--- src/rtl/conv_pe_ctrl.sv ---
// Sequencer for a 3x3 convolution PE: weight load, pixel streaming, window tagging.
// Optional stall counter output is enabled by defining CONV_PE_CTRL_STALL_CNT_EN.
module conv_pe_ctrl #(
  parameter int unsigned WIDTH  = 9,
  parameter int unsigned IMG_W  = 32,
  parameter int unsigned IMG_H  = 32,
  parameter int unsigned CU_LAT = 2
) (
  input  logic             clk,
  input  logic             rst_n,
  input  logic             start,
  output logic             busy,
  input  logic             w_valid,
  output logic             w_ready,
  input  logic [WIDTH-1:0] w_data,
  output logic             wb_we,
  output logic [3:0]       wb_addr,
  output logic [WIDTH-1:0] wb_data,
  input  logic             pix_valid,
  output logic             pix_ready,
  output logic             sr_shift,
  output logic             cu_en,
  output logic             out_valid,
  output logic [7:0]       out_row,
  output logic [7:0]       out_col,
`ifdef CONV_PE_CTRL_STALL_CNT_EN
  output logic             done,
  output logic [15:0]      stall_cnt
`else
  output logic             done
`endif
);

  if (IMG_W < 3 || IMG_W > 256) begin : g_bad_img_w
    $error("IMG_W out of range 3..256");
  end
  if (IMG_H < 3 || IMG_H > 256) begin : g_bad_img_h
    $error("IMG_H out of range 3..256");
  end
  if (CU_LAT > 7) begin : g_bad_cu_lat
    $error("CU_LAT out of range 0..7");
  end

  localparam logic [7:0] ColLast = 8'(IMG_W - 1);
  localparam logic [7:0] RowLast = 8'(IMG_H - 1);
  localparam logic [2:0] DrainLast = 3'(CU_LAT);

  typedef enum logic [2:0] {StIdle, StLoadW, StStream, StDrain, StDone} state_e;

  state_e     r_state;
  logic [3:0] r_widx;
  logic [7:0] r_row;
  logic [7:0] r_col;
  logic [2:0] r_dcnt;

  logic       r_pv [CU_LAT+1];
  logic [7:0] r_pr [CU_LAT+1];
  logic [7:0] r_pc [CU_LAT+1];

  logic w_w_acc;
  logic w_pix_acc;
  logic w_win;

  assign w_w_acc   = w_valid & w_ready;
  assign w_pix_acc = pix_valid & pix_ready;
  assign w_win     = w_pix_acc && (r_row >= 8'd2) && (r_col >= 8'd2);
  assign sr_shift  = w_pix_acc;

  always_ff @(posedge clk or negedge rst_n) begin
    if (!rst_n) begin
      r_state   <= StIdle;
      r_widx    <= '0;
      r_row     <= '0;
      r_col     <= '0;
      r_dcnt    <= '0;
      busy      <= 1'b0;
      w_ready   <= 1'b0;
      wb_we     <= 1'b0;
      wb_addr   <= '0;
      wb_data   <= '0;
      pix_ready <= 1'b0;
      cu_en     <= 1'b0;
      done      <= 1'b0;
    end else begin
      wb_we <= 1'b0;
      done  <= 1'b0;
      case (r_state)
        StIdle: begin
          if (start) begin
            r_state <= StLoadW;
            r_widx  <= '0;
            busy    <= 1'b1;
            w_ready <= 1'b1;
          end
        end
        StLoadW: begin
          if (w_w_acc) begin
            wb_we   <= 1'b1;
            wb_addr <= r_widx;
            wb_data <= w_data;
            r_widx  <= r_widx + 4'd1;
            if (r_widx == 4'd8) begin
              r_state   <= StStream;
              w_ready   <= 1'b0;
              pix_ready <= 1'b1;
              cu_en     <= 1'b1;
              r_row     <= '0;
              r_col     <= '0;
            end
          end
        end
        StStream: begin
          if (w_pix_acc) begin
            if (r_col == ColLast) begin
              r_col <= '0;
              r_row <= r_row + 8'd1;
            end else begin
              r_col <= r_col + 8'd1;
            end
            if (r_row == RowLast && r_col == ColLast) begin
              r_state   <= StDrain;
              pix_ready <= 1'b0;
              r_dcnt    <= '0;
            end
          end
        end
        StDrain: begin
          // Hold off done until the last window result has left the conv unit
          if (r_dcnt == DrainLast) begin
            r_state <= StDone;
            done    <= 1'b1;
          end else begin
            r_dcnt <= r_dcnt + 3'd1;
          end
        end
        StDone: begin
          r_state <= StIdle;
          busy    <= 1'b0;
          cu_en   <= 1'b0;
        end
        default: r_state <= StIdle;
      endcase
    end
  end

  // Coordinates only advance with a valid tag so the output holds the last result
  always_ff @(posedge clk or negedge rst_n) begin
    if (!rst_n) begin
      for (int unsigned i = 0; i <= CU_LAT; i++) begin
        r_pv[i] <= 1'b0;
        r_pr[i] <= '0;
        r_pc[i] <= '0;
      end
    end else begin
      r_pv[0] <= w_win;
      if (w_win) begin
        r_pr[0] <= r_row - 8'd2;
        r_pc[0] <= r_col - 8'd2;
      end
      for (int unsigned i = 1; i <= CU_LAT; i++) begin
        r_pv[i] <= r_pv[i-1];
        if (r_pv[i-1]) begin
          r_pr[i] <= r_pr[i-1];
          r_pc[i] <= r_pc[i-1];
        end
      end
    end
  end

  assign out_valid = r_pv[CU_LAT];
  assign out_row   = r_pr[CU_LAT];
  assign out_col   = r_pc[CU_LAT];

`ifdef CONV_PE_CTRL_STALL_CNT_EN
  always_ff @(posedge clk or negedge rst_n) begin
    if (!rst_n) begin
      stall_cnt <= '0;
    end else if (r_state == StIdle && start) begin
      stall_cnt <= '0;
    end else if (r_state == StStream && !pix_valid && stall_cnt != 16'hFFFF) begin
      stall_cnt <= stall_cnt + 16'd1;
    end
  end
`endif

endmodule

--- config.mk ---
export PLATFORM = sky130hd
export DESIGN_NAME = conv_pe_ctrl
export DESIGN_NICKNAME = d
export VERILOG_FILES = /design/src/rtl/conv_pe_ctrl.sv
export SDC_FILE = /design/constraint.sdc
export NUM_CORES = 1
export LEC_CHECK = 0
export ABC_CLOCK_PERIOD_IN_PS = 2600
export CAP_MARGIN = 20
export CORE_MARGIN = 5
export CORE_UTILIZATION = 30
export CTS_CLUSTER_DIAMETER = 50
export DETAILED_ROUTE_END_ITERATION = 12
export GPL_TIMING_DRIVEN = 0
export PLACE_DENSITY_LB_ADDON = 0.1
export RECOVER_POWER = 50
export SETUP_SLACK_MARGIN = 0.5
export SLEW_MARGIN = 40
export SYNTH_ARGS = -nofsm -noshare
export SYNTH_HDL_FRONTEND = slang
export SYNTH_SLANG_ARGS = --single-unit
--- constraint.sdc ---
create_clock -name clk -period 2.6 [get_ports clk]
set_input_delay 0.26 -clock clk [delete_from_list [all_inputs] [get_ports clk]]
set_output_delay 0.26 -clock clk [all_outputs]
set_load 0.01 [all_outputs]
==> run metrics, run 1 <==
CORE AREA 14,500 um^2; slack of the worst reg-to-reg path 0.51 ns; initial core utilization 30.7%; CP Data Arrival Time 2.31 ns; Critical Path Start Type register; outcome finished, final reports clean; Yosys reg bits 96; number of max-cap violations 0; power density over cell area 925 nW/um^2; Worst EP required 2.83 ns; Max-slew headroom 21.6%; CP Class register to register; Net Switching 0.00153 W; Final Max Slew Viols 0; largest net degree at the start of global routing 52; register area share after synthesis 53.8%; Clock power frac 23.0%; Sequential Power Share 42.8%; most frequent cells in the layout 93 x dfrtp_1, 48 x mux2_2, 48 x clkdlybuf4s50_1; Avg Synthesized Cell Area 12.0 um^2; Vert. Die Dim 132 um; minimum hold slack 0.370 ns; die area 17,400 um^2; Die X 132 um; router iterations before antenna repair 4; CTS tree yes; Cell Rows 44; layout cells sized above 1 28.1%; Synth Net Count 399; max incr delay on CP 0.57 ns; gpl congestion 0.750; CP endpoint kind register; Worst R2R End wb_data[4]$_DFFE_PN0P_; top cells by area, synth dfrtp_1 54%, mux2_2 13%, ha_1 3.4%, buf_4 2.9%, mux2_1 2.3%; clk buf depth 2; dpl ws 0.311 ns; antenna violations before repair 0; clk sinks 96; DP Area 5230 um^2; CTS Root Cell clkbuf_16; top_reg_cell synth dfrtp_1; Leakage Power 2.62 nW; cells along the critical path clkbuf_1, or3b_2, nor2_4, buf_4, mux2_2; antenna-violating nets left 0; mapped cell area 4460 um^2; HP Class register to register; Final nets 474; biggest area consumer among synthesized cells dfrtp_1; Cells after Synth 373; Worst Skew 0.00559 ns; RSZ-0062 raised after global routing yes; final wirelength 8.71 mm; Netlist cell types 47; number of I/O pins 51; post-DP HPWL 5.98 mm; minimum clock period 2.09 ns; Peak VDD IR 0.408 mV; Design Area, Final 5690 um^2; ANT cells 0; Final WS setup 0.514 ns; P&R area growth vs syn 27.5%; Iteration-0 DRC Markers 93; sw frac 29.1%; Reg clk slew, reported paths 0.07 ns; Port Buffer Count 50; Synth async-reset ratio 100%; Crit Path Max Fanout 10; global-route wire length before repair 15.0 mm; DR vias/cell 4.68; Slew @ Worst Pin 1.18 ns; Avg WL per Cell 13.7 um; R2R depth 5; number of global-route vias before repair 2,992; CTS buffer count 9; clk_lat worst skew 0.35 ns; combinational share of power 34.2%; Final Cycle Share 80.2%; slowest CP cell or3b_2; routed vias 2,979; Post-synth EDFFs 0; H-Tree Depth 3; final hold vios 0; DRC Markers 0; crit path from r_state[0]$_DFFE_PN0P_; CP endpoint wb_data[4]$_DFFE_PN0P_; Worst R2R Start r_state[0]$_DFFE_PN0P_; fmax 479 MHz; Pwr Total 0.00526 W; Ys Warns 0; remaining global-route overflow 0; Yosys top cell area share 53.8%; design internal power 0.00373 W; commonest non-fill, non-tap cell in the layout dfrtp_1; gr usage total 10.4%; Final setup viols 0
[power by group through the flow]
stage	Clock, W	Sequential [W]	Combinational (W)
final	0.00121	0.00225	0.00180
after global routing	0.00131	0.00232	0.00198
after CTS	0.00127	0.00225	0.00179
after detailed placement	0	0.00228	0.00172
after global placement	0	0.00227	0.00170
after floorplan	0	0.00227	0.00103
[per-layer routing]
metal,part of all wire [%],vias up,global-route usage (%)
met4,2.7,0,5.54
met5,0,-,0
met1,47,1453,13.3
li1,-,1442,-
met3,4.7,17,2.71
met2,45,67,16.2
[critical path: cells and delay by family, from the launching register on]
kind / cells / cell delay, ns
buf+inv: 2 / 0.58
flops: 1 / 0.34
mux: 1 / 0.35
simple gates: 2 / 0.69
[flip-flops by register name, summed over array words and instances, names as in the netlist, 2 cells and up]
signal / flops
r_dcnt: 3
r_col: 8
r_state: 3
r_row: 8
r_pc: 16
r_pv: 2
wb_data: 9
r_widx: 4
wb_addr: 4
out_row: 8
out_col: 8
r_pr: 16
[what timing repair did]
action | CTS | global route
gates cloned | 1 | 0
hold buffers | 1 | 0
endpoints found under the hold margin | 45 | 0
pin swaps | 3 | 1
endpoints found under the setup margin | 29 | 20
resized for setup | 12 | 21
buffers inserted | 8 | 3
[synth_stat cells (3+ instances only)]
master	n
nand2b_1	5
buf_2	5
and2_1	3
o22ai_1	3
ha_1	12
dfrtp_1	96
mux2_1	9
a22o_1	3
xor2_1	4
and3_1	3
a21oi_1	12
nand2_1	21
nand3_1	8
mux2_2	51
and4_1	5
clkbuf_1	12
a31oi_1	5
nor3b_1	4
a21o_1	3
nor2_1	19
nor3_1	5
xnor2_1	6
mux2i_1	4
inv_1	17
buf_4	17
o21ai_0	11
[metrics by stage]
| stage | utilization, % | setup TNS, ns | cells |
|---|---|---|---|
| 2_1_floorplan | - | 0 | 373 |
| 3_3_place_gp | 35.7 | -248.55 | 607 |
| 3_5_place_dp | 36.0 | 0 | 608 |
| 4_1_cts | 38.6 | 0 | 633 |
| 5_1_grt | 39.1 | 0 | 636 |
| 6_report | 39.1 | 0 | 636 |
[area by class of cell]
cell class,count,area (um^2)
Clock inverter,5,33.8
Timing Repair Buffer,64,631
Buffer,35,224
Sequential cell,96,2410
Fill cell,1477,8840
Multi-Input combinational cell,225,1870
Clock buffer,10,229
Inverter,17,63.8
Tap cell,184,230
[cells by family (layout without fill, tap and decap cells)]
| logic type | Yosys count | count (layout) | synth area share, % |
|---|---|---|---|
| compound gates | 51 | 51 | 7.80 |
| mux | 64 | 64 | 16.0 |
| xor+xnor | 10 | 10 | 1.96 |
| simple gates | 88 | 88 | 10.9 |
| fa+ha+maj | 12 | 12 | 3.37 |
| flops | 96 | 96 | 53.8 |
| buf+inv | 52 | 131 | 6.11 |
[how the worst min path moves through the flow]
stage | startpoint | end | cells after the start
global route | r_pv[1]$_DFF_PN0_ | out_valid$_DFF_PN0_ | 0
CTS | r_pv[1]$_DFF_PN0_ | out_valid$_DFF_PN0_ | 0
floorplan | rst_n | busy$_DFFE_PN0P_ | 0
global placement | r_pv[1]$_DFF_PN0_ | out_valid$_DFF_PN0_ | 0
detailed placement | rst_n | out_valid$_DFF_PN0_ | 1
finish | r_pv[1]$_DFF_PN0_ | out_valid$_DFF_PN0_ | 0
Power figures use the tool's default switching activity.
==> run 2, diff against run 1 <==
--- a/config.mk
+++ b/config.mk
@@ -5,7 +5,7 @@
 export SDC_FILE = /design/constraint.sdc
 export NUM_CORES = 1
 export LEC_CHECK = 0
-export ABC_CLOCK_PERIOD_IN_PS = 2600
+export ABC_CLOCK_PERIOD_IN_PS = 1700
 export CAP_MARGIN = 20
 export CORE_MARGIN = 5
 export CORE_UTILIZATION = 30
==> constraint.sdc (replaced) <==
create_clock -name clk -period 1.7 [get_ports clk]
set_input_delay 0.17 -clock clk [delete_from_list [all_inputs] [get_ports clk]]
set_output_delay 0.17 -clock clk [all_outputs]
set_load 0.01 [all_outputs]
==> run metrics, run 2 (synthesized netlist as in run 1, its figures left out) <==
CP Buf/Inv Count 1 (-1); Avg WL per Cell 14.0 um (+2.5%); CTS tree yes; slowest CP cell dfrtp_2; gr usage total 11.5% (+1.1 points); final wirelength 9.54 mm (+9.4%); ANT cells 0 (unchanged); Leakage Power 3.11 nW (+19%); HP Class register to register; Die X 132 um (unchanged); routed vias 3,127 (+5.0%); number of I/O pins 51 (unchanged); largest net degree at the start of global routing 52 (unchanged); Fillers 1,393 (-5.7%); Setup TNS Final -4.50 ns (-4.50 ns); Pwr Total 0.00936 W (+78%); clk buf depth 2 (unchanged); cells along the critical path ha_4, or4_4, o21a_4, o41ai_4, buf_6, mux2_4; H-Tree Depth 3 (unchanged); Worst EP required 1.94 ns (-0.89 ns); clk sinks 96 (unchanged); RSZ-0062 raised after global routing yes; CORE AREA 14,500 um^2 (unchanged); antenna violations before repair 0 (unchanged); minimum clock period 1.96 ns (-0.122 ns); Slew @ Worst Pin 1.25 ns (+0.0746 ns); fmax 509 MHz (+6.2%); Vert. Die Dim 132 um (unchanged); Iteration-0 DRC Markers 104 (+12%); power density over cell area 1420 nW/um^2 (+54%); Cell Rows 44 (unchanged); layout cells sized above 1 49.3% (+21 points); CP Class register to register; DR vias/cell 4.61 (-1.7%); max incr delay on CP 0.45 ns (-0.12 ns); DRC Markers 0 (unchanged); Final Cycle Share 116% (+35 points); number of max-cap violations 0 (unchanged); Crit Path Max Fanout 6 (-4); clk_lat worst skew 0.35 ns (about the same); CTS buffer count 9 (unchanged); Final Max Slew Viols 0 (unchanged); Worst Skew 0.00964 ns (+0.00405 ns); outcome complete, but fails checks; CP endpoint kind register; Critical Path Start Type register; Reg clk slew, reported paths 0.07 ns (about the same); Max-slew headroom 16.6% (-5.0 points); Port Buffer Count 50 (unchanged); router iterations before antenna repair 4 (unchanged); P&R area growth vs syn 47.3%; most frequent cells in the layout 92 x dfrtp_1, 42 x buf_6, 38 x buf_4; violated checks setup timing; die area 17,400 um^2 (unchanged); Final setup viols 34 (+34); number of global-route vias before repair 3,185 (+6.5%); post-DP HPWL 6.03 mm (+0.71%); commonest non-fill, non-tap cell in the layout dfrtp_1; global-route wire length before repair 16.5 mm (+10%); slack of the worst reg-to-reg path -0.26 ns (-0.78 ns); Final WS setup -0.264 ns (-0.778 ns); Peak VDD IR 0.647 mV (+58%); CP Data Arrival Time 2.20 ns (-0.11 ns); gpl congestion 0.741 (-1.2%); Final nets 516 (+8.9%); Top delay family on crit path flip-flops; biggest regs r_pc (16), r_pr (16), wb_data (9); antenna-violating nets left 0 (unchanged); initial core utilization 30.7% (unchanged); final hold vios 0 (unchanged); remaining global-route overflow 0 (unchanged); CTS Root Cell clkbuf_16
## run 2: cell types whose count changed in the layout (fill, tap and decap cells not counted), moves of 5 or more
cell             previous run  this run
mux2_2                     48        32
buf_4                      27        38
buf_6                       5        42
buf_2                       2        13
buf_8                       0         6
clkdlybuf4s50_1            48        12
clkbuf_1                   11         2
o21ai_0                    11         2
a21oi_1                    11         6
clkdlybuf4s15_1             0        15
mux2_4                      8        28
o21ai_1                     0         7
## run 2: power breakdown
group          leakage [nW]  internal (W)  switching [W]
combinational          1.75       0.00232        0.00137
clock                 0.153       0.00130       0.000916
sequential             1.21       0.00303       0.000425
total                  3.11       0.00665        0.00272
## run 2: stage by stage
stage                     setup slack [ns]  hold slack [ns]  std cells  utilization [%]  cell area, um^2
after global placement               -3.36            0.356        607             37.5             5450
after floorplan                     -0.289           -0.126        373                -             4720
after detailed placement            -0.575           0.0983        608             37.7             5480
after global routing                -0.321            0.384        679             45.2             6570
after CTS                           -0.299            0.313        669             43.8             6360
final                               -0.264            0.373        679             45.2             6570
## run 2: path summary, 6_finish.rpt
path	start	endpoint	depth (start not counted)
max reg2reg	r_row[1]$_DFFE_PN0P_	r_pr[16]$_DFFE_PN0P_	6
max	r_row[1]$_DFFE_PN0P_	r_pr[16]$_DFFE_PN0P_	6
min	r_pv[1]$_DFF_PN0_	out_valid$_DFF_PN0_	0
min in group asynchronous	rst_n	out_col[2]$_DFFE_PN0P_	2
max in group asynchronous	rst_n	r_row[1]$_DFFE_PN0P_	3
min reg2reg	r_pv[1]$_DFF_PN0_	out_valid$_DFF_PN0_	0
## run 2: worst reg2reg max path: stages (launching register included)
cell     delay, ns
dfrtp_2       0.45
ha_4          0.16
or4_4         0.41
o21a_4        0.24
o41ai_4       0.07
buf_6         0.20
mux2_4        0.30
## run 2: repair_timing
| item | 4_1_cts | 5_1_grt |
|---|---|---|
| resized for setup | 175 | 53 |
| hold buffers | 1 | 0 |
| hold endpoints to repair | 45 | 0 |
| pin swaps | 18 | 21 |
| setup buffers | 42 | 10 |
| cloned | 2 | 0 |
| endpoints found under the setup margin | 116 | 86 |
## run 2: cell type report
cell class	instances	area [um^2]	share of cell area, %
flip-flops and latches	96	2410	36.6
multi-input cells	225	2180	33.2
repair buffers	106	1020	15.5
plain buffers	35	352	5.35
well taps	184	230	3.50
clock buffers	10	229	3.48
clock inverters	6	90.1	1.37
inverters	17	63.8	0.971
## run 2: metal layers
metal / up-vias / routed length (um) / global-route usage (%)
met5: - / 0 / 0
met4: 0 / 130 / 3.77
met3: 12 / 465 / 4.43
met2: 48 / 4390 / 17.5
met1: 1535 / 4550 / 15.1
li1: 1532 / - / -
==> run 3, diff against run 2 <==
--- a/config.mk
+++ b/config.mk
@@ -8,11 +8,11 @@
 export ABC_CLOCK_PERIOD_IN_PS = 1700
 export CAP_MARGIN = 20
 export CORE_MARGIN = 5
-export CORE_UTILIZATION = 30
+export CORE_UTILIZATION = 50
 export CTS_CLUSTER_DIAMETER = 50
 export DETAILED_ROUTE_END_ITERATION = 12
 export GPL_TIMING_DRIVEN = 0
-export PLACE_DENSITY_LB_ADDON = 0.1
+export PLACE_DENSITY = 0.71
 export RECOVER_POWER = 50
 export SETUP_SLACK_MARGIN = 0.5
 export SLEW_MARGIN = 40
==> run metrics, run 3 (synthesized netlist as in run 1, its figures left out) <==
RSZ-0062 raised after global routing yes; R2R depth 6 (unchanged); post-DP HPWL 5.66 mm (-6.0%); initial core utilization 51.2% (+20 points); Peak VDD IR 0.924 mV (+43%); Slew @ Worst Pin 1.05 ns (-0.202 ns); Port Buffer Count 50 (unchanged); crit path from r_row[1]$_DFFE_PN0P_; router iterations before antenna repair 4 (unchanged); Top delay family on crit path flip-flops; number of max-cap violations 0 (unchanged); Vert. Die Dim 104 um (-21%); Final Cycle Share 116% (about the same); number of I/O pins 51 (unchanged); Worst path depth 6 (unchanged); antenna violations before repair 0 (unchanged); Cell Rows 34 (-23%); H-Tree Depth 3 (unchanged); DR vias/cell 5.30 (+15%); gpl congestion 0.789 (+6.5%); violated checks setup timing; CTS tree yes; Worst R2R End r_pr[21]$_DFFE_PN0P_; slack of the worst reg-to-reg path -0.26 ns (about the same); Pwr Total 0.00892 W (-4.7%); fmax 509 MHz (about the same); global-route wire length before repair 16.9 mm (+2.7%); Iteration-0 DRC Markers 105 (+0.96%); Finished Core Util 75.1% (+30 points); CORE AREA 8720 um^2 (-40%); Die X 104 um (-21%); power density over cell area 1360 nW/um^2 (-4.3%); layout cells sized above 1 55.2% (+5.9 points); gr busiest metal met2; largest net degree at the start of global routing 54 (+3.8%); max incr delay on CP 0.45 ns (about the same); HP Class register to register; Final WS setup -0.264 ns (-0.000634 ns); M2 GR Usage 31.8% (+14 points); commonest non-fill, non-tap cell in the layout dfrtp_1; remaining global-route overflow 0 (unchanged); CP endpoint r_pr[21]$_DFFE_PN0P_; gr usage total 18.7% (+7.2 points); hold_sp r_pv[2]$_DFF_PN0_; Final Max Slew Viols 0 (unchanged); CP endpoint kind register; Setup TNS Final -4.33 ns (+0.169 ns); clk_lat worst skew 0.36 ns (about the same); Avg WL per Cell 16.5 um (+18%); die area 10,900 um^2 (-37%); most frequent cells in the layout 93 x dfrtp_1, 66 x buf_4, 42 x buf_6; Worst EP required 1.94 ns (about the same); CP Data Arrival Time 2.20 ns (about the same); cells along the critical path ha_2, or4_4, o21a_4, o41ai_4, buf_6, mux2_4; Final nets 539 (+4.5%); Final setup viols 34 (unchanged); final hold vios 0 (unchanged); antenna-violating nets left 0 (unchanged); Crit Path Max Fanout 6 (unchanged); minimum hold slack 0.383 ns (+0.0103 ns); routed vias 3,315 (+6.0%); met1 Usage GRT 23.4% (+8.3 points); dpl ws -0.526 ns (+0.0482 ns); P&R area growth vs syn 46.7%; number of global-route vias before repair 3,537 (+11%); Leakage Power 3.19 nW (+2.7%); GRT met3 Usage 3.54% (-0.89 points); Max-slew headroom 30.1% (+13 points); CTS Root Cell clkbuf_8; final wirelength 10.4 mm (+8.6%); CP Class register to register; DRC Markers 0 (unchanged); Fillers 568 (-59%); minimum clock period 1.96 ns (+0.000634 ns); clk buf depth 2 (unchanged); Critical Path Start Type register; clk sinks 96 (unchanged); biggest regs r_pc (16), r_pr (16), wb_data (9); ANT cells 0 (unchanged); outcome complete, but fails checks; slowest CP cell dfrtp_2; Reg clk slew, reported paths 0.11 ns (+0.04 ns); CTS buffer count 9 (unchanged); Worst Skew 0.0180 ns (+0.00840 ns); CP Buf/Inv Count 1 (unchanged); Worst R2R Start r_row[1]$_DFFE_PN0P_
[run 3: cell types whose count changed in the layout (fill, tap and decap cells not counted), sizes merged]
| cell | change |
|---|---|
| clkdlybuf4s15 | -10 |
| inv | +2 |
| clkbuf | +11 |
| clkinvlp | -1 |
| dlygate4sd2 | -2 |
| bufinv | -2 |
| buf | +25 |
[run 3: stage by stage]
stage,instance area (um^2),std cells
after floorplan,4720,373
after global placement,5350,531
after detailed placement,5380,532
after CTS,6310,607
after global routing,6550,626
final,6550,626
[run 3: layout make-up]
cell class	instances	area (um^2)	share of cell area [%]
buffer	35	363	5.54
clock buffer	11	151	2.31
clock inverter	5	46.3	0.707
inverter	17	63.8	0.975
multi-input combinational	225	2220	33.9
sequential	96	2410	36.8
tap	108	135	2.06
timing repair buffer	129	1160	17.7
[run 3: what timing repair did]
| item | 4_1_cts | 5_1_grt |
|---|---|---|
| gates cloned | 2 | 0 |
| buffers inserted | 56 | 19 |
| hold buffers | 1 | 0 |
| resized for setup | 188 | 63 |
| pin swaps | 28 | 24 |
| endpoints found under the hold margin | 43 | 0 |
| setup endpoints to repair | 116 | 109 |
[run 3: how the worst min path moves through the flow]
stage / endpoint / cells after the start
detailed placement: out_valid$_DFF_PN0_ / 1
global placement: out_valid$_DFF_PN0_ / 0
finish: r_pv[1]$_DFF_PN0_ / 0
CTS: out_col[1]$_DFFE_PN0P_ / 2
floorplan: busy$_DFFE_PN0P_ / 0
global route: r_pv[1]$_DFF_PN0_ / 0
[run 3: metal layers]
layer  share of wire, %  up-vias
li1                   -     1573
met1                 43     1641
met2                 51       76
met3                3.5       25
met4                2.8        0
met5                  0        -
[run 3: power breakdown]
group	switching (W)	leakage, nW	internal, W
Sequential	0.000452	1.21	0.00303
Combinational	0.00152	1.88	0.00243
Clock	0.000854	0.103	0.000643
Total	0.00282	3.19	0.00610
